`src/rtl/adc_stream_pkg.sv`:
```
// adc_stream_pkg: shared tag codes, parser states and field widths for the ADC stream parser.
package adc_stream_pkg;
    localparam int TS_W     = 30;
    localparam int SAMPLE_W = 15;

    localparam logic [1:0] TAG_TS_HI = 2'b00;
    localparam logic [1:0] TAG_TS_LO = 2'b01;
    localparam logic [1:0] TAG_DATA  = 2'b10;
    localparam logic [1:0] TAG_LAST  = 2'b11;

    typedef enum logic [1:0] {
        ST_IDLE   = 2'd0,
        ST_TS_HI  = 2'd1,
        ST_ACTIVE = 2'd2
    } state_t;

    function automatic logic [15:0] sext(input logic [SAMPLE_W-1:0] x);
        return {x[SAMPLE_W-1], x};
    endfunction
endpackage

```
`src/rtl/adc_axis_out_reg.sv`:
```
// adc_axis_out_reg: single-slot AXI-stream output register; holds data/last while stalled.
module adc_axis_out_reg
    import adc_stream_pkg::*;
(
    input  logic                aclk,
    input  logic                aresetn,
    input  logic                load,
    input  logic                last_in,
    input  logic [SAMPLE_W-1:0] a,
    input  logic [SAMPLE_W-1:0] b,
    output logic                ready,
    output logic                m_axis_tvalid,
    input  logic                m_axis_tready,
    output logic [31:0]         m_axis_tdata,
    output logic                m_axis_tlast
);
    assign ready = !m_axis_tvalid || m_axis_tready;

    always_ff @(posedge aclk) begin
        if (!aresetn) begin
            m_axis_tvalid <= 1'b0;
            m_axis_tdata  <= '0;
            m_axis_tlast  <= 1'b0;
        end else if (ready) begin
            m_axis_tvalid <= load;
            if (load) begin
                m_axis_tdata <= {sext(b), sext(a)};
                m_axis_tlast <= last_in;
            end
        end
    end
endmodule

```
`src/rtl/adc_stream_parser.sv`:
```
// adc_stream_parser: decodes tagged ADC words into sign-extended samples with series tracking.
// Statistics counters and clear_stats are active only when ADC_PARSER_STATS_EN is defined.
module adc_stream_parser
    import adc_stream_pkg::*;
#(
    parameter int MAX_SAMPLES = 65536,
    parameter int CNT_WIDTH   = 32
) (
    input  logic                 aclk,
    input  logic                 aresetn,
    input  logic                 s_axis_tvalid,
    output logic                 s_axis_tready,
    input  logic [31:0]          s_axis_tdata,
    output logic                 m_axis_tvalid,
    input  logic                 m_axis_tready,
    output logic [31:0]          m_axis_tdata,
    output logic                 m_axis_tlast,
    output logic [2*TS_W-1:0]    series_ts,
    output logic [31:0]          series_len,
    output logic                 series_done,
    output logic [CNT_WIDTH-1:0] series_count,
    output logic [CNT_WIDTH-1:0] sample_count,
    output logic [CNT_WIDTH-1:0] error_count,
    input  logic                 clear_stats
);
    logic [1:0]      tag;
    logic            fire;
    state_t          state, state_nx;
    logic [31:0]     len, len_nx, done_len;
    logic [TS_W-1:0] ts_lo;
    logic            emit, last, err, done, ts_lo_ld, ts_hi_ld, as_idle;

    assign tag  = s_axis_tdata[31:30];
    assign fire = s_axis_tvalid && s_axis_tready;

    // A word raises at most one error even when it both aborts a series and is illegal from IDLE.
    always_comb begin
        state_nx = state;
        len_nx   = len;
        done_len = len;
        emit     = 1'b0;
        last     = 1'b0;
        err      = 1'b0;
        done     = 1'b0;
        ts_lo_ld = 1'b0;
        ts_hi_ld = 1'b0;
        as_idle  = 1'b0;
        case (state)
            ST_TS_HI: begin
                if (tag == TAG_TS_HI) begin
                    ts_hi_ld = 1'b1;
                    state_nx = ST_IDLE;
                end else begin
                    err     = 1'b1;
                    as_idle = 1'b1;
                end
            end
            ST_ACTIVE: begin
                if (tag[1]) begin
                    emit   = 1'b1;
                    len_nx = len + 32'd1;
                    if (tag == TAG_LAST || len == 32'(MAX_SAMPLES)) begin
                        last     = 1'b1;
                        done     = 1'b1;
                        done_len = len + 32'd1;
                        err      = (len == 32'(MAX_SAMPLES));
                        len_nx   = '0;
                        state_nx = ST_IDLE;
                    end
                end else begin
                    err     = 1'b1;
                    done    = 1'b1;
                    len_nx  = '0;
                    as_idle = 1'b1;
                end
            end
            default: as_idle = 1'b1;
        endcase
        if (as_idle) begin
            state_nx = ST_IDLE;
            case (tag)
                TAG_TS_LO: begin
                    ts_lo_ld = 1'b1;
                    state_nx = ST_TS_HI;
                end
                TAG_DATA: begin
                    emit     = 1'b1;
                    len_nx   = 32'd1;
                    state_nx = ST_ACTIVE;
                end
                TAG_LAST: begin
                    emit     = 1'b1;
                    last     = 1'b1;
                    done     = 1'b1;
                    done_len = 32'd1;
                end
                default: err = 1'b1;
            endcase
        end
    end

    always_ff @(posedge aclk) begin
        if (!aresetn) begin
            state       <= ST_IDLE;
            len         <= '0;
            ts_lo       <= '0;
            series_ts   <= '0;
            series_len  <= '0;
            series_done <= 1'b0;
        end else begin
            series_done <= fire && done;
            if (fire) begin
                state <= state_nx;
                len   <= len_nx;
                if (ts_lo_ld)
                    ts_lo <= s_axis_tdata[TS_W-1:0];
                if (ts_hi_ld)
                    series_ts <= {s_axis_tdata[TS_W-1:0], ts_lo};
                if (done)
                    series_len <= done_len;
            end
        end
    end

    adc_axis_out_reg u_out (
        .aclk          (aclk),
        .aresetn       (aresetn),
        .load          (fire && emit),
        .last_in       (last),
        .a             (s_axis_tdata[29:15]),
        .b             (s_axis_tdata[14:0]),
        .ready         (s_axis_tready),
        .m_axis_tvalid (m_axis_tvalid),
        .m_axis_tready (m_axis_tready),
        .m_axis_tdata  (m_axis_tdata),
        .m_axis_tlast  (m_axis_tlast)
    );

`ifdef ADC_PARSER_STATS_EN
    logic [CNT_WIDTH-1:0] s_cnt, m_cnt, e_cnt;

    always_ff @(posedge aclk) begin
        if (!aresetn || clear_stats) begin
            s_cnt <= '0;
            m_cnt <= '0;
            e_cnt <= '0;
        end else if (fire) begin
            if (done && !(&s_cnt))
                s_cnt <= s_cnt + CNT_WIDTH'(1);
            if (emit && !(&m_cnt))
                m_cnt <= m_cnt + CNT_WIDTH'(1);
            if (err && !(&e_cnt))
                e_cnt <= e_cnt + CNT_WIDTH'(1);
        end
    end

    assign series_count = s_cnt;
    assign sample_count = m_cnt;
    assign error_count  = e_cnt;
`else
    logic unused_clear;
    assign unused_clear = clear_stats;
    assign series_count = '0;
    assign sample_count = '0;
    assign error_count  = '0;
`endif
endmodule
```
`config.mk`:
```
export PLATFORM = sky130hd
export DESIGN_NAME = adc_stream_parser
export DESIGN_NICKNAME = d
export VERILOG_FILES = /design/src/rtl/adc_stream_pkg.sv /design/src/rtl/adc_axis_out_reg.sv /design/src/rtl/adc_stream_parser.sv
export SDC_FILE = /design/constraint.sdc
export NUM_CORES = 1
export LEC_CHECK = 0
export ABC_AREA = 0
export BUFFER_PORTS_ARGS = -buffer_cell sky130_fd_sc_hd__buf_2
export CELL_PAD_IN_SITES_DETAIL_PLACEMENT = 1
export CELL_PAD_IN_SITES_GLOBAL_PLACEMENT = 1
export CORE_UTILIZATION = 35
export DETAILED_ROUTE_END_ITERATION = 8
export GPL_ROUTABILITY_DRIVEN = 0
export GPL_TIMING_DRIVEN = 0
export PLACE_DENSITY_LB_ADDON = 0.1
export SETUP_SLACK_MARGIN = 0.3
export SYNTH_ARGS = -nofsm -noshare
export SYNTH_HDL_FRONTEND = slang
export SYNTH_SLANG_ARGS = --single-unit
```
`constraint.sdc`:
```
create_clock -name aclk -period 2.8 [get_ports aclk]
set_input_delay 0.28 -clock aclk [delete_from_list [all_inputs] [get_ports aclk]]
set_output_delay 0.28 -clock aclk [all_outputs]
set_load 0.005 [all_outputs]
```
==> results_dict.tcl, run 1 <==
set metrics [dict create \
    finalSetupViolations 0 \
    finClkSkew_ns 0.0144 \
    dpl_cell_area_sq_um 10400 \
    cts.clk_slew.worst_paths_ns 0.08 \
    dp_hpwl_mm 21.2 \
    finalCritPeriodShare_pct 86.1 \
    hold_viol 0 \
    synth_area_leader_cell "dfxtp_1" \
    slew_headroom_pct 39.6 \
    row_count 57 \
    cts_root_buf "clkbuf_16" \
    power.density_nw_per_um2 525 \
    start_util_pct 36.0 \
    cp.arrival_ns 2.78 \
    die_w_microns 161 \
    cts_tree "yes" \
    end_kind "flop" \
    grt_pass1_vias 8146 \
    fin_crit_ns 2.41 \
    synth.cell_area_sq_um 8830 \
    yosysWarnings 0 \
    yosysMostFrequentCell "nand2_1" \
    grt_max_degree 20 \
    synth_ff_type "dfxtp_1" \
    vdd_drop_max_v 0.000420 \
    postSynthCellCount 1090 \
    antenna_left 0 \
    maxCapViolCount 0 \
    wl_mm 28.8 \
    cts_num_sinks 189 \
    synth.avg_cell_area_sq_um 8.10 \
    wl_per_cell_microns 16.9 \
    route.vias.total 8410 \
    port-buffer-count 163 \
    synth_cell_types 62 \
    ctsLongestPathBuffers 2 \
    setup_ws_ns 0.389 \
    p_leak_nw 4.57 \
    rsz0062_at_grt "true" \
    grt_pass1_wl_mm 45.1 \
    ys_top_cells_by_count "nand2_1, dfxtp_1, a21oi_1" \
    cp.required_ns 3.17 \
    startpoint_type "flop" \
    async_reset_ff_share_pct 0 \
    design.die.area_sq_um 25900 \
    critPathMaxFanout 10 \
    fmax_mhz 415 \
    path_class "reg2reg" \
    ys_seq_area_share_pct 42.9 \
    dr.pass1.iters 5 \
    clock_latency_ns 0.44 \
    ios 261 \
    netlist.area_leader.share_pct 42.9 \
    synth.area.top_cells "dfxtp_1, nand2_1, buf_4" \
    grt_usage_pct 22.3 \
    fin_nets 1410 \
    fin_setup_tns_ns 0 \
    finalPower_mw 5.80 \
    status "complete, no violations" \
    holdBufCountCts 0 \
    grt.overflow.total 0 \
    syn_to_final_growth_pct 25.0 \
    final_cell_area_sq_um 11000 \
    drc 0 \
    detail_route.vias_per_cell 4.93 \
    synth_edf_count 0 \
    cts_buffers 17 \
    die_height_microns 161 \
    min_path_type "in2reg" \
    antenna_cells 0 \
    core_sq_um 24500 \
    slew_viol_final 0 \
    detailedPlace.worstSlack_ns 0.0998 \
    drive_gt1_share_pct 25.9 \
    ys_ff_latch 189 \
    drt_iter0_drc 476 \
    htreeDepth 4 \
    worstMarginPinSlew_ns 0.899 \
    antenna_found_initial 0 \
]
## cells in the final DEF, fill, tap and decap left out, types with 7 or more instances in the layout
| cell type | Yosys | routed |
|---|---|---|
| buf_2 | 11 | 174 |
| clkbuf_1 | 47 | 42 |
| nor3_1 | 31 | 31 |
| a311oi_1 | 13 | 13 |
| conb_1 | 1 | 96 |
| o2bb2ai_1 | 27 | 27 |
| clkbuf_16 | 0 | 17 |
| nor4_1 | 16 | 16 |
| dfxtp_1 | 189 | 189 |
| a21o_1 | 7 | 7 |
| inv_1 | 8 | 8 |
| clkbuf_2 | 3 | 8 |
| a31oi_1 | 9 | 9 |
| nand2_1 | 276 | 275 |
| xnor2_1 | 28 | 28 |
| o21ai_0 | 17 | 17 |
| nor2_1 | 27 | 24 |
| nand3_1 | 24 | 24 |
| nand4_1 | 17 | 17 |
| buf_4 | 106 | 107 |
| a21oi_1 | 139 | 137 |
| buf_6 | 9 | 9 |
| and3_1 | 10 | 10 |
## per-layer routing
layer / routed length, microns / vias up / GRT usage, %
met1: 13500 / 4052 / 30.0
met5: 0 / - / 0
li1: - / 4080 / -
met3: 1410 / 28 / 3.59
met4: 472 / 0 / 6.43
met2: 13400 / 250 / 36.8
## area by class of cell
class / instances / area [sq um]
plain buffers: 183 / 1210
clock buffers: 17 / 425
clock inverters: 15 / 151
fillers: 3104 / 13500
inverters: 9 / 33.8
multi-input cells: 804 / 4210
flip-flops and latches: 189 / 3780
well taps: 324 / 405
repair buffers: 164 / 823
## cell families (layout without fill, tap and decap cells)
logic type | after synthesis | after routing | synth area share [%]
other | 1 | 96 | 0.0425
AOI/OAI and AO/OA | 237 | 237 | 16.7
and+or+nand+nor | 434 | 434 | 22.5
DFF | 189 | 189 | 42.9
xor gates and xnor gates | 30 | 30 | 2.98
muxes | 2 | 2 | 0.227
buffers and inverters | 192 | 388 | 14.0
adders and majority gates | 5 | 5 | 0.709
## state kept, by name, indices dropped and copies added (netlist names)
register             count
len                     32
series_done              1
series_len              32
series_ts               60
state                    2
ts_lo                   30
u_out.m_axis_tdata      30
u_out.m_axis_tlast       1
u_out.m_axis_tvalid      1
## stage by stage
| stage | util [%] | hold WS [ns] | std cells |
|---|---|---|---|
| global placement | 42.4 | 0.439 | 1672 |
| finish | 45.0 | 0.0974 | 1705 |
| global route | 45.0 | 0.102 | 1705 |
| detailed placement | 42.4 | 0.445 | 1672 |
| floorplan | - | 0.398 | 1185 |
| CTS | 44.9 | 0.0939 | 1704 |
## critical path: stages, from the launching register on
cell and delay [ns]:
dfxtp_1 0.40, inv_1 0.10, ha_1 0.20, nor4b_2 0.18
and4_4 0.20, a21oi_2 0.28, nor3_1 0.12, nor2_2 0.37
buf_2 0.34, o2bb2ai_1 0.15
## report_power, final
group	internal, mW	switching (mW)	total (mW)	leakage (nW)
sequential	2.74	0.0271	2.76	1.53
clock	1.19	1.23	2.42	0.275
combinational	0.231	0.387	0.617	2.76
total	4.16	1.64	5.80	4.57
## path summary, 6_finish.rpt
kind | cells past startpoint | endpoint | start | slack (ns)
max reg2reg | 9 | series_len[22] | len[0] | 0.39
max | 9 | series_len[22] | len[0] | 0.39
min | 3 | u_out.m_axis_tdata[0] | s_axis_tdata[15] | 0.1
min reg2reg | 2 | series_ts[28] | ts_lo[28] | 0.45
## repair_timing
action                     in CTS  in global routing
buffers inserted                0                  1
pin swaps                       0                  1
resized for setup               5                 14
gates cloned                    0                  0
setup endpoints to repair      72                 86
(Power assumes the default switching activity.)
==> run 2, diff against run 1 <==
--- a/config.mk
+++ b/config.mk
@@ -14,6 +14,7 @@
 export GPL_ROUTABILITY_DRIVEN = 0
 export GPL_TIMING_DRIVEN = 0
 export PLACE_DENSITY_LB_ADDON = 0.1
+export RECOVER_POWER = 25
 export SETUP_SLACK_MARGIN = 0.3
 export SYNTH_ARGS = -nofsm -noshare
 export SYNTH_HDL_FRONTEND = slang
==> run 2 against run 1 <==
Net effect:
- sequential cell count stayed put
- design area fell by 0.50%
- critical path depth unchanged
- clock-buffer cell count did not move
- combinational power hardly changed
- maximum frequency grew 0.87%
- core utilization down 0.22 points
- largest cell class unchanged
- setup slack improved by 0.021 ns
- total power is essentially flat
- worst hold slack got worse by 0.0022 ns
- global-route usage unchanged
==> results_dict.tcl, run 2 (same netlist as run 1, synthesis figures left out) <==
set metrics [dict create \
    status "complete, no violations" \
    dp_hpwl_mm 21.2 \
    vdd_drop_max_v 0.000422 \
    multi_input_area_sq_um 4210 \
    grt_pass1_vias 8146 \
    die_height_microns 161 \
    clock_latency_ns 0.44 \
    syn_to_final_growth_pct 24.4 \
    route.vias.total 8362 \
    worstMarginPinSlew_ns 0.895 \
    drive_gt1_share_pct 22.7 \
    fin_nets 1410 \
    whs_ns 0.0952 \
    grt_usage_pct 22.3 \
    finClkSkew_ns 0.0144 \
    fin_setup_tns_ns 0 \
    startpoint_type "flop" \
    detail_route.vias_per_cell 4.90 \
    grt_max_degree 20 \
    final_common_cell "nand2_1" \
    final_cell_mix "nand2_1, dfxtp_1, a21oi_1" \
    register_area_sq_um 3780 \
    finalCritPeriodShare_pct 85.4 \
    critPathMaxFanout 10 \
    cp.required_ns 3.17 \
    cts_buffers 17 \
    cts_root_buf "clkbuf_16" \
    antenna_cells 0 \
    wl_per_cell_microns 16.9 \
    slew_headroom_pct 39.9 \
    min_path_cells 3 \
    htreeDepth 4 \
    p_leak_nw 4.37 \
    path_class "reg2reg" \
    detailedPlace.worstSlack_ns 0.0998 \
    row_count 57 \
    die_w_microns 161 \
    cts_num_sinks 189 \
    slew_viol_final 0 \
    ios 261 \
    reg_top3 "series_ts x60, len x32, series_len x32" \
    rr_endpoint "series_len[22]" \
    cp.arrival_ns 2.76 \
    grt.overflow.total 0 \
    fin_crit_ns 2.39 \
    r2r_setup_slack_ns 0.41 \
    crit_path_start "len[0]" \
    filler_cell_count 3128 \
    core_sq_um 24500 \
    end_kind "flop" \
    antenna_left 0 \
    min_path_type "in2reg" \
    cts_tree "yes" \
    cts.clk_slew.worst_paths_ns 0.08 \
    start_util_pct 36.0 \
    r2r_start "len[0]" \
    hold_viol 0 \
    maxCapViolCount 0 \
    top_register "series_ts" \
    crit_end "series_len[22]" \
    power.density_nw_per_um2 528 \
    port-buffer-count 163 \
    drc 0 \
    largest_reg_flops 60 \
    reg2reg_depth 9 \
    setup_ws_ns 0.410 \
    wl_mm 28.8 \
    rsz0062_at_grt "true" \
    ctsLongestPathBuffers 2 \
    fmax_mhz 418 \
    holdBufCountCts 0 \
    design.die.area_sq_um 25900 \
    drt_iter0_drc 471 \
    antenna_found_initial 0 \
    dr.pass1.iters 5 \
    grt_pass1_wl_mm 45.1 \
    finalSetupViolations 0 \
]
==> run 2: critical path, cell delays in order, from the launching register on <==
cell and delay [ns]:
dfxtp_1 0.40, inv_1 0.11, ha_1 0.20, nor4b_2 0.18, and4_4 0.20, a21oi_2 0.28
nor3_1 0.12, nor2_2 0.36, buf_2 0.34, o2bb2ai_1 0.15
==> run 2: final cells by class <==
class | count | share of cell area [%]
Multi-Input combinational cell | 804 | 38.3
Sequential cell | 189 | 34.5
Buffer | 183 | 11.0
Timing Repair Buffer | 164 | 7.00
Clock buffer | 17 | 3.87
Tap cell | 324 | 3.69
Clock inverter | 15 | 1.38
Inverter | 9 | 0.308
==> run 2: repair_timing <==
item | in CTS | in global routing
pin swaps | 0 | 1
resized for setup | 5 | 14
setup buffers | 0 | 1
setup endpoints to repair | 72 | 86
==> run 2: worst min-delay path by stage <==
| stage | from | endpoint |
|---|---|---|
| finish | s_axis_tdata[15] | u_out.m_axis_tdata[0] |
| global placement | ts_lo[26] | series_ts[26] |
| detailed placement | series_ts[1] | series_ts[1] |
| global route | s_axis_tdata[15] | u_out.m_axis_tdata[0] |
| CTS | s_axis_tdata[15] | u_out.m_axis_tdata[0] |
| floorplan | aresetn | len[30] |
==> run 2: through the flow <==
stage,cell area [sq um],power (mW),cells,utilization [%]
floorplan,9190,3.21,1185,-
global placement,10400,3.42,1672,42.4
detailed placement,10400,3.43,1672,42.4
CTS,11000,5.83,1704,44.9
global route,11000,6.00,1705,44.8
finish,11000,5.80,1705,44.8
==> run 2: report_power, final <==
group	internal (mW)	switching (mW)	leakage [nW]
Clock	1.19	1.23	0.275
Combinational	0.228	0.386	2.57
Sequential	2.74	0.0275	1.53
==> run 2: per-layer routing <==
layer	track usage (%)	up-vias	share of wire (%)
li1	-	4080	-
met1	30.0	4020	48
met2	36.8	234	46
met3	3.59	28	4.6
met4	6.43	0	1.6
met5	0	-	0
==> run 3, diff against run 2 <==
--- a/config.mk
+++ b/config.mk
@@ -7,13 +7,10 @@
 export LEC_CHECK = 0
 export ABC_AREA = 0
 export BUFFER_PORTS_ARGS = -buffer_cell sky130_fd_sc_hd__buf_2
-export CELL_PAD_IN_SITES_DETAIL_PLACEMENT = 1
-export CELL_PAD_IN_SITES_GLOBAL_PLACEMENT = 1
 export CORE_UTILIZATION = 35
 export DETAILED_ROUTE_END_ITERATION = 8
 export GPL_ROUTABILITY_DRIVEN = 0
 export GPL_TIMING_DRIVEN = 0
-export PLACE_DENSITY_LB_ADDON = 0.1
 export RECOVER_POWER = 25
 export SETUP_SLACK_MARGIN = 0.3
 export SYNTH_ARGS = -nofsm -noshare
==> constraint.sdc (replaced) <==
create_clock -name aclk -period 2.7 [get_ports aclk]
set_input_delay 0.27 -clock aclk [delete_from_list [all_inputs] [get_ports aclk]]
set_output_delay 0.27 -clock aclk [all_outputs]
set_load 0.005 [all_outputs]
==> run 3 against run 2 <==
Net effect:
- core utilization rose by 0.29 points
- combinational power rose by 2%
- worst hold slack got worse by 0.0024 ns
- via count fell by 0.85%
- non-clock buffer count rose by 2
- sequential power rose by 4%
- final cell count barely moved
- design area rose by 0.64%
- total power rose by 3.5%
- clock skew rose by 0.00090 ns
- critical endpoint is now series_len[14]
- largest cell class unchanged
==> results_dict.tcl, run 3 (same netlist as run 1, synthesis figures left out) <==
set metrics [dict create \
    hold_start "s_axis_tdata[27]" \
    cts_buffers 17 \
    final_cell_mix "nand2_1, dfxtp_1, a21oi_1" \
    cts_tree "yes" \
    slew_headroom_pct 39.8 \
    drt_iter0_drc 603 \
    antenna_found_initial 0 \
    vdd_drop_max_v 0.000422 \
    critPathMaxStageDelay_ns 0.39 \
    whs_ns 0.0928 \
    cp.buffers_inverters 3 \
    hold_viol 0 \
    r2r_start "len[20]" \
    grt_max_degree 19 \
    cp.required_ns 3.01 \
    die_w_microns 161 \
    ctsLongestPathBuffers 2 \
    r2r_setup_slack_ns 0.40 \
    htreeDepth 4 \
    wl_per_cell_microns 15.3 \
    startpoint_type "flop" \
    dp_hpwl_mm 19.2 \
    rr_endpoint "series_len[14]" \
    cts_root_buf "clkbuf_16" \
    port-buffer-count 163 \
    cts.clk_slew.worst_paths_ns 0.08 \
    finalPower_mw 6.00 \
    start_util_pct 36.0 \
    fin_setup_tns_ns 0 \
    min_to "u_out.m_axis_tdata[12]" \
    finClkSkew_ns 0.0153 \
    die_height_microns 161 \
    largest_reg_flops 60 \
    antenna_left 0 \
    clock_latency_ns 0.44 \
    drc 0 \
    final_common_cell "nand2_1" \
    crit_family "simple AND/OR/NAND/NOR gates" \
    syn_to_final_growth_pct 25.2 \
    ios 261 \
    status "complete, no violations" \
    finalCritPeriodShare_pct 85.4 \
    worstMarginPinSlew_ns 0.897 \
    finalSetupViolations 0 \
    row_count 57 \
    path_class "reg2reg" \
    slew_viol_final 0 \
    fmax_mhz 434 \
    top_register "series_ts" \
    path_cells "clkbuf_8 -> nor4_1 -> and4_4 -> a21oi_2 -> nor3_1 -> nor2_2 -> buf_4 -> buf_2 -> o2bb2ai_1" \
    design.die.area_sq_um 25900 \
    antenna_cells 0 \
    cpMaxStageDelayCell "nor4_1" \
    rsz0062_at_grt "false" \
    core_sq_um 24500 \
    p_leak_nw 4.43 \
    cts_num_sinks 189 \
    fin_nets 1412 \
    path_depth 9 \
    holdBufCountCts 0 \
    dpl_cell_area_sq_um 10400 \
    grt.overflow.total 0 \
    dr.pass1.iters 5 \
    grt_pass1_wl_mm 40.1 \
    min_path_cells 3 \
    grt_pass1_vias 7247 \
    reg_top3 "series_ts x60, len x32, series_len x32" \
    end_kind "flop" \
    fin_crit_ns 2.30 \
    final_cell_area_sq_um 11100 \
    min_path_type "in2reg" \
    detailedPlace.worstSlack_ns 0.0671 \
    cp.arrival_ns 2.61 \
    power.density_nw_per_um2 543 \
    critPathMaxFanout 10 \
    reg2reg_depth 9 \
    route.vias.total 8291 \
    maxCapViolCount 0 \
    setup_ws_ns 0.395 \
    grt_usage_pct 19.7 \
    wl_mm 26.0 \
    drive_gt1_share_pct 23.4 \
    detail_route.vias_per_cell 4.86 \
]
## run 3: metrics by stage
step / std cells / util (%)
floorplan: 1185 / -
global placement: 1672 / 42.4
detailed placement: 1672 / 42.4
CTS: 1704 / 44.9
global route: 1706 / 45.0
finish: 1706 / 45.0
## run 3: layout make-up
cell class              count  area [sq um]
fillers                  2528         13500
multi-input cells         804          4250
flip-flops and latches    189          3780
plain buffers             183          1220
repair buffers            166           783
clock buffers              17           425
well taps                 324           405
clock inverters            14           156
inverters                   9          33.8
## run 3: worst reg2reg max path: stages, from the launching register on
cell       delay [ns]
dfxtp_1          0.31
clkbuf_8         0.15
nor4_1           0.39
and4_4           0.34
a21oi_2          0.11
nor3_1           0.26
nor2_2           0.09
buf_4            0.18
buf_2            0.19
o2bb2ai_1        0.14
## run 3: timing repair
item                                    CTS  global route
endpoints found under the setup margin   55           139
gates resized for setup                   4            34
pin swaps                                 0             2
buffers inserted                          1             2
## run 3: power by group
part | internal (mW) | switching (mW) | total [mW]
combinational | 0.240 | 0.389 | 0.629
sequential | 2.84 | 0.0270 | 2.87
clock | 1.31 | 1.20 | 2.50
total | 4.38 | 1.61 | 6.00
## run 3: metal layers
layer	up-vias	GRT usage, %	wire, microns
li1	4103	-	-
met1	3835	26.7	11900
met2	309	31.2	11900
met3	44	3.38	1640
met4	0	7.33	588
met5	-	0	0
## run 3: worst max-delay path by stage
stage | start | to
final | len[20] | series_len[14]
after global routing | state[0] | len[29]
after global placement | len[0] | series_len[23]
after detailed placement | len[0] | series_len[14]
after floorplan | len[0] | series_len[16]
after CTS | u_out.m_axis_tvalid | series_ts[26]
